File: config.mk
export PLATFORM = sky130hd
export DESIGN_NAME = pio_sm_sequencer_flat
export DESIGN_NICKNAME = d
export VERILOG_FILES = /design/src/rtl/pio_sm_sequencer_if.sv /design/src/rtl/pio_sm_sequencer.sv /design/src/flat_wrapper.sv
export SDC_FILE = /design/constraint.sdc
export NUM_CORES = 1
export LEC_CHECK = 0
export CAP_MARGIN = 30
export CORE_MARGIN = 1.5
export CORE_UTILIZATION = 38
export DETAILED_ROUTE_END_ITERATION = 7
export GPL_TIMING_DRIVEN = 1
export PLACE_DENSITY = 0.84
export SYNTH_ARGS = -nofsm -noshare
export SYNTH_HDL_FRONTEND = slang
export SYNTH_SLANG_ARGS = --single-unit
File: constraint.sdc
create_clock -name clk -period 3.6 [get_ports clk]
set_clock_uncertainty 0.1 [all_clocks]
set_input_delay 0.72 -clock clk [delete_from_list [all_inputs] [get_ports clk]]
set_output_delay 0.72 -clock clk [all_outputs]
set_load 0.03 [all_outputs]
File: src/rtl/pio_sm_sequencer_if.sv
// Control bundle between a PIO state machine's instruction path and its sequencer.
// The master drives instruction and condition inputs; the slave returns PC and strobe controls.
interface pio_sm_sequencer_if;
    localparam int unsigned InstrW = 16;
    localparam int unsigned AddrW  = 5;

    logic              sm_en;
    logic              restart;
    logic [InstrW-1:0] instr;
    logic              exec_stall;
    logic              x_zero;
    logic              y_zero;
    logic              x_ne_y;
    logic              pin;
    logic              osr_empty;

    logic              pc_en;
    logic              jump_en;
    logic [AddrW-1:0]  jump;
    logic              x_dec;
    logic              y_dec;
    logic              exec_valid;
    logic              delay_busy;

    modport master (
        output sm_en, restart, instr, exec_stall,
        output x_zero, y_zero, x_ne_y, pin, osr_empty,
        input  pc_en, jump_en, jump, x_dec, y_dec, exec_valid, delay_busy
    );

    modport slave (
        input  sm_en, restart, instr, exec_stall,
        input  x_zero, y_zero, x_ne_y, pin, osr_empty,
        output pc_en, jump_en, jump, x_dec, y_dec, exec_valid, delay_busy
    );
endinterface

File: src/rtl/pio_sm_sequencer.sv
// Per-state-machine execution sequencer: turns the instruction at the current PC into
// PC advance/jump controls, handling delay cycles, stalls, pause, restart and JMP conditions.
module pio_sm_sequencer (
    input  logic                 clk,
    input  logic                 rst_n,
    pio_sm_sequencer_if.slave    bus_if
);
    localparam int unsigned AddrW  = 5;
    localparam int unsigned DelayW = 5;
    localparam int unsigned OpW    = 3;
    localparam int unsigned CondW  = 3;

    localparam logic [OpW-1:0]   OpJmp      = 3'b000;
    localparam logic [CondW-1:0] CondAlways = 3'd0;
    localparam logic [CondW-1:0] CondXZero  = 3'd1;
    localparam logic [CondW-1:0] CondXDec   = 3'd2;
    localparam logic [CondW-1:0] CondYZero  = 3'd3;
    localparam logic [CondW-1:0] CondYDec   = 3'd4;
    localparam logic [CondW-1:0] CondXNeY   = 3'd5;
    localparam logic [CondW-1:0] CondPin    = 3'd6;
    localparam logic [CondW-1:0] CondOsr    = 3'd7;

    typedef enum logic {
        ST_EXEC  = 1'b0,
        ST_DELAY = 1'b1
    } state_e;

    state_e             state_q, state_d;
    logic [DelayW-1:0]  dcnt_q,  dcnt_d;

    logic [OpW-1:0]     opcode;
    logic [DelayW-1:0]  delay;
    logic [CondW-1:0]   cond;
    logic [AddrW-1:0]   target;
    logic               cond_true;

    logic               pc_en_c;
    logic               jump_en_c;
    logic [AddrW-1:0]   jump_c;
    logic               x_dec_c;
    logic               y_dec_c;
    logic               exec_valid_c;
    logic               delay_busy_c;

    assign opcode = bus_if.instr[15:13];
    assign delay  = bus_if.instr[12:8];
    assign cond   = bus_if.instr[7:5];
    assign target = bus_if.instr[4:0];

    // JMP condition on the scratch values before any decrement this cycle.
    always_comb begin
        cond_true = 1'b0;
        case (cond)
            CondAlways: cond_true = 1'b1;
            CondXZero:  cond_true = bus_if.x_zero;
            CondXDec:   cond_true = !bus_if.x_zero;
            CondYZero:  cond_true = bus_if.y_zero;
            CondYDec:   cond_true = !bus_if.y_zero;
            CondXNeY:   cond_true = bus_if.x_ne_y;
            CondPin:    cond_true = bus_if.pin;
            CondOsr:    cond_true = !bus_if.osr_empty;
            default:    cond_true = 1'b0;
        endcase
    end

    // Next state and outputs; restart outranks pause, which outranks normal sequencing.
    always_comb begin
        state_d      = state_q;
        dcnt_d       = dcnt_q;
        pc_en_c      = 1'b0;
        jump_en_c    = 1'b0;
        jump_c       = '0;
        x_dec_c      = 1'b0;
        y_dec_c      = 1'b0;
        exec_valid_c = 1'b0;
        delay_busy_c = 1'b0;

        if (!rst_n) begin
            state_d = ST_EXEC;
            dcnt_d  = '0;
        end else if (bus_if.restart) begin
            state_d = ST_EXEC;
            dcnt_d  = '0;
        end else if (bus_if.sm_en) begin
            jump_c = target;
            case (state_q)
                ST_EXEC: begin
                    exec_valid_c = 1'b1;
                    if (!bus_if.exec_stall) begin
                        pc_en_c = 1'b1;
                        if (opcode == OpJmp) begin
                            jump_en_c = cond_true;
                            x_dec_c   = (cond == CondXDec);
                            y_dec_c   = (cond == CondYDec);
                        end
                        if (delay != '0) begin
                            dcnt_d  = delay;
                            state_d = ST_DELAY;
                        end
                    end
                end
                ST_DELAY: begin
                    delay_busy_c = 1'b1;
                    if (dcnt_q <= DelayW'(1)) begin
                        dcnt_d  = '0;
                        state_d = ST_EXEC;
                    end else begin
                        dcnt_d  = DelayW'(dcnt_q - DelayW'(1));
                    end
                end
                default: begin
                    state_d = ST_EXEC;
                    dcnt_d  = '0;
                end
            endcase
        end
    end

    always_ff @(posedge clk or negedge rst_n) begin
        if (!rst_n) begin
            state_q <= ST_EXEC;
            dcnt_q  <= '0;
        end else begin
            state_q <= state_d;
            dcnt_q  <= dcnt_d;
        end
    end

    assign bus_if.pc_en      = pc_en_c;
    assign bus_if.jump_en    = jump_en_c;
    assign bus_if.jump       = jump_c;
    assign bus_if.x_dec      = x_dec_c;
    assign bus_if.y_dec      = y_dec_c;
    assign bus_if.exec_valid = exec_valid_c;
    assign bus_if.delay_busy = delay_busy_c;
endmodule

File: src/flat_wrapper.sv
// flat-port wrapper written by rule: the top's interface ports become plain ports
module pio_sm_sequencer_flat 
  (clk, rst_n, bus_if_sm_en, bus_if_restart, bus_if_instr, bus_if_exec_stall, bus_if_x_zero, bus_if_y_zero, bus_if_x_ne_y, bus_if_pin, bus_if_osr_empty, bus_if_pc_en, bus_if_jump_en, bus_if_jump, bus_if_x_dec, bus_if_y_dec, bus_if_exec_valid, bus_if_delay_busy);
  pio_sm_sequencer_if bus_if_i ();
  input  logic clk;
  input  logic rst_n;
  input wire logic [$bits(bus_if_i.sm_en)-1:0] bus_if_sm_en;
  input wire logic [$bits(bus_if_i.restart)-1:0] bus_if_restart;
  input wire logic [$bits(bus_if_i.instr)-1:0] bus_if_instr;
  input wire logic [$bits(bus_if_i.exec_stall)-1:0] bus_if_exec_stall;
  input wire logic [$bits(bus_if_i.x_zero)-1:0] bus_if_x_zero;
  input wire logic [$bits(bus_if_i.y_zero)-1:0] bus_if_y_zero;
  input wire logic [$bits(bus_if_i.x_ne_y)-1:0] bus_if_x_ne_y;
  input wire logic [$bits(bus_if_i.pin)-1:0] bus_if_pin;
  input wire logic [$bits(bus_if_i.osr_empty)-1:0] bus_if_osr_empty;
  output wire logic [$bits(bus_if_i.pc_en)-1:0] bus_if_pc_en;
  output wire logic [$bits(bus_if_i.jump_en)-1:0] bus_if_jump_en;
  output wire logic [$bits(bus_if_i.jump)-1:0] bus_if_jump;
  output wire logic [$bits(bus_if_i.x_dec)-1:0] bus_if_x_dec;
  output wire logic [$bits(bus_if_i.y_dec)-1:0] bus_if_y_dec;
  output wire logic [$bits(bus_if_i.exec_valid)-1:0] bus_if_exec_valid;
  output wire logic [$bits(bus_if_i.delay_busy)-1:0] bus_if_delay_busy;
  assign bus_if_i.sm_en = bus_if_sm_en;
  assign bus_if_i.restart = bus_if_restart;
  assign bus_if_i.instr = bus_if_instr;
  assign bus_if_i.exec_stall = bus_if_exec_stall;
  assign bus_if_i.x_zero = bus_if_x_zero;
  assign bus_if_i.y_zero = bus_if_y_zero;
  assign bus_if_i.x_ne_y = bus_if_x_ne_y;
  assign bus_if_i.pin = bus_if_pin;
  assign bus_if_i.osr_empty = bus_if_osr_empty;
  assign bus_if_pc_en = bus_if_i.pc_en;
  assign bus_if_jump_en = bus_if_i.jump_en;
  assign bus_if_jump = bus_if_i.jump;
  assign bus_if_x_dec = bus_if_i.x_dec;
  assign bus_if_y_dec = bus_if_i.y_dec;
  assign bus_if_exec_valid = bus_if_i.exec_valid;
  assign bus_if_delay_busy = bus_if_i.delay_busy;
  pio_sm_sequencer u_core (.clk(clk), .rst_n(rst_n), .bus_if(bus_if_i));
endmodule
; Yosys cells after proc, flatten, opt, wreduce, memory -nomap -nowiden
; Index checks and enable logic that the tools add are counted.
[word_totals]
in_bits = 26
register_bits = 6
[classes]
add_sub_neg = 1
n_eq_ne = 10
mux = 49
bitwise_logic = 1
magnitude_cmp = 1
n_reduce_logical = 7
[ops]
columns = cell, n
row1 = $mux W5, 9
row2 = $mux W1, 37
row3 = $eq A3 B3 Y1 const B, 4
row4 = $pmux W5 S2, 1
row5 = $pmux W1 S8, 1
row6 = $eq A3 B2 Y1 const B, 2
row7 = $logic_not A3 Y1, 2
row8 = $le A5 B1 Y1 const B, 1
row9 = $reduce_bool A5 Y1, 1
row10 = $sub A5 B1 Y5 const B, 1
row11 = $ne A4 B3 Y1 const B, 1
row12 = $ne A4 B4 Y1 const B, 1
row13 = $eq A3 B1 Y1 const B, 1
row14 = $logic_not A1 Y1, 3
row15 = $ne A3 B1 Y1 const B, 1
row16 = $reduce_and A3 Y1, 1
row17 = $pmux W1 S2, 1
row18 = $not A1 Y1, 1

; Depth between registers and ports, before layout
[depth]
depth_word = 8
depth_mapped = 6

; Worst setup path after synthesis
; Ideal clock, no wire load.
[synth_path]
kind = input-to-output
from = in bus_if_restart
to = out bus_if_x_dec
cell_stages = 5
t_required_ns = 2.780
arrival_time_ns = 2.325
setup_slack_ns = 0.455
path_cell_list = and3b_1 > buf_4 > and2_4 > nand2_2 > nor4b_1
[synth_via]
elab_chain_cells = 2
[synth_rtl]
columns = element, line_no
row1 = "start, declared", flat_wrapper.sv:8  ; input wire logic [$bits(bus_if_i.restart)-1:0] bus_if_restart;
row2 = $mux W1, pio_sm_sequencer.sv:81  ; end else if (bus_if.restart) begin
row3 = $mux W1, pio_sm_sequencer.sv:78  ; if (!rst_n) begin
row4 = "end, declared", flat_wrapper.sv:19  ; output wire logic [$bits(bus_if_i.x_dec)-1:0] bus_if_x_dec;
; No other way between the ends.

; Worst setup path in the final report
[layout_path]
from = in bus_if_sm_en
to = out bus_if_jump[0]
[layout_via]
elab_chain_cells = 3
[layout_rtl]
columns = element, line_no
row1 = "start, declared", flat_wrapper.sv:7  ; input wire logic [$bits(bus_if_i.sm_en)-1:0] bus_if_sm_en;
row2 = $mux W5, pio_sm_sequencer.sv:84  ; end else if (bus_if.sm_en) begin
row3 = $mux W5, pio_sm_sequencer.sv:81
row4 = $mux W5, pio_sm_sequencer.sv:78
row5 = "end, declared", flat_wrapper.sv:18  ; output wire logic [$bits(bus_if_i.jump)-1:0] bus_if_jump;
; No other way between the ends.

==> flow_summary.ini <==
[run_status]
status = finished clean

[floorplan]
fp.dieH_um = 41.84
core_region_area_um2 = 1350
io_pins = 37
initial_core_util_pct = 42.45
fp.dieW_um = 41.84
row_count = 13
dieArea_um2 = 1750

[timing]
rsz0062_at_grt = false
slew_headroom_pct = 74.57
period_minus_slack_ns = 3.207
hold_slack_ns = 0.4395
fmax_mhz = 311.8
final_max_slew_viol_count = 0
final.setup.tns_ns = 0
finalCritPeriodShare_pct = 89.08
worst_pin_slew_ns = 0.3775
finalHoldViolations = 0
setup_viol = 0

[detailed_routing]
vias_per_cell = 5.097
drtPass1Iterations = 4
routed_wl_mm = 1.471
ant_nets = 0
drc = 0
wl_per_cell_um = 11.86
drt-initial-drc-count = 7
num_vias = 632

[placement]
io_buffers = 36
dp_cells = 121
dp.final_hpwl_mm = 1.276
gp_congestion = 0.8069

[synth]
ys_types = 32
synth_async_sr_flop_share_pct = 100.0
yosys_warnings = 0
syn_inst = 70
synth_flop_cell = dfrtp_1
synth_area_um2 = 573.1
synth_seq_cells = 6
syn-num-nets = 98
synth_seq_area_share_pct = 26.20
synth_edf_count = 0
postSynthAreaPerCell_um2 = 8.186

[critical_path]
crit_fanout = 7
crit_path_frequent_cell = clkdlybuf4s50_1
crit_type = in2out
critical_path_buf_inv_count = 3
slowest_delay_ns = 0.67
worstSetupEndpointType = output pin
crit_family = buffers and inverters
worstPathArrival_ns = 2.39
startpoint_type = input pin
worst_ep_required_time_ns = 2.78
cpMaxStageDelayCell = clkdlybuf4s50_1
path_cells = clkdlybuf4s50_1 > and3b_1 > buf_4 > and2_1 > clkdlybuf4s50_1

[cts]
postCtsSetupRepairBufs = 0
cts_sinks = 6
htreeDepth = 1
cts_buffer_depth = 2
numCtsBuffers = 3
clk_latency_ns = 0.23
cts_tree = built
clk_pin_slew_ns = 0.04
cts-root-buf = clkbuf_4

[job]
drv_cap = 0

[grt]
track_usage_pct = 17.72
grt_pass1_vias = 608
grt_pass1_wl_mm = 2.497
grt_max_degree = 9
grt.overflow.total = 0
antenna_found_initial = 0

[worst_hold_path]
hold_path_class = reg2reg

[power_and_ir_drop]
leakagePower_uw = 0.0004089
power_density_nw_per_um2 = 204.0
p_total_uw = 198.3
ir_worst_vdd_mv = 0.1486

[final_layout]
final_layout_size_suffix_gt1_share_pct = 10.09
final_cell_mix = 33 x clkdlybuf4s50_1, 6 x nor2_1, 6 x dfrtp_1
final_common_cell = clkdlybuf4s50_1
area_growth_pct = 69.65
stdcell_count = 124
fin_util_pct = 72.01
antenna_cells = 0
nets = 139
==> cells by family (layout without fill, tap and decap cells) <==
family / count (synthesis) / count (layout) / synth area share [%]
AO/OA/AOI/OAI: 18 / 18 / 23.36
adder cells (fa/ha/maj): 2 / 2 / 4.366
AND/OR/NAND/NOR: 32 / 32 / 32.10
flip-flops: 6 / 6 / 26.20
XOR/XNOR: 3 / 3 / 4.586
multiplexers: 2 / 2 / 3.494
buffers and inverters: 7 / 46 / 5.893
==> stage by stage <==
| step | area (um2) | setup slack [ns] |
|---|---|---|
| floorplan | 573.1 | 0.4554 |
| global placement | 947.2 | 0.2083 |
| CTS | 969.7 | 0.1505 |
| detailed placement | 947.2 | 0.1427 |
| global route | 972.2 | 0.3401 |
| finish | 972.2 | 0.3930 |
==> timing repair <==
action                     CTS  global route
resized for setup            0             1
hold buffers                 0             0
setup endpoints to repair    0             1
==> per-layer routing <==
layer	part of all wire [%]	routed length, um	vias up	track usage [%]
met1	44	652	279	24.26
li1	-	-	336	-
met4	0	0	0	7.097
met2	50	737	17	28.44
met3	5.5	81	0	1.739
met5	0	0	-	0
==> state kept, by name, indices dropped and copies added (netlist names) <==
name / flops
u_core.dcnt_q: 5
u_core.state_q: 1
==> path summary, 6_finish.rpt <==
path,start,slack [ns],to,depth (start not counted)
max in group asynchronous,rst_n,2.61,u_core.dcnt_q[0]$_DFFE_PN0P_,2
max,bus_if_sm_en,0.39,bus_if_jump[0],5
min in group asynchronous,rst_n,0.68,u_core.state_q$_DFFE_PN0P_,2
max reg2reg,u_core.dcnt_q[1]$_DFFE_PN0P_,2.02,u_core.dcnt_q[3]$_DFFE_PN0P_,5
min,u_core.dcnt_q[4]$_DFFE_PN0P_,0.44,u_core.dcnt_q[4]$_DFFE_PN0P_,1
min reg2reg,u_core.dcnt_q[4]$_DFFE_PN0P_,0.44,u_core.dcnt_q[4]$_DFFE_PN0P_,1
==> area by class of cell <==
type                       count  area, um2
clock buffer                   3      22.52
inverter                       5      18.77
sequential                     6      150.1
timing repair buffer          38      372.9
fill                         106      377.9
multi-input combinational     57      389.1
tap                           15      18.77
==> where the power goes <==
| group | internal [uW] | switching [uW] | leakage (uW) |
|---|---|---|---|
| registers | 69.6 | 2.39 | 0.0000828 |
| logic | 42.3 | 28.4 | 0.000312 |
| clock network | 37.3 | 18.4 | 0.0000138 |
| total | 149 | 49.2 | 0.000409 |
==> cell usage after synthesis, types with 3 or more instances <==
cell type	n	area share, %
nor3_1	5	4.4
a21oi_1	3	2.6
inv_1	4	2.6
dfrtp_1	6	26
and2_1	5	5.5
o2bb2ai_1	5	7.6
nor2_1	6	3.9
o21ai_0	3	2.6
Power figures use the tool's default switching activity.
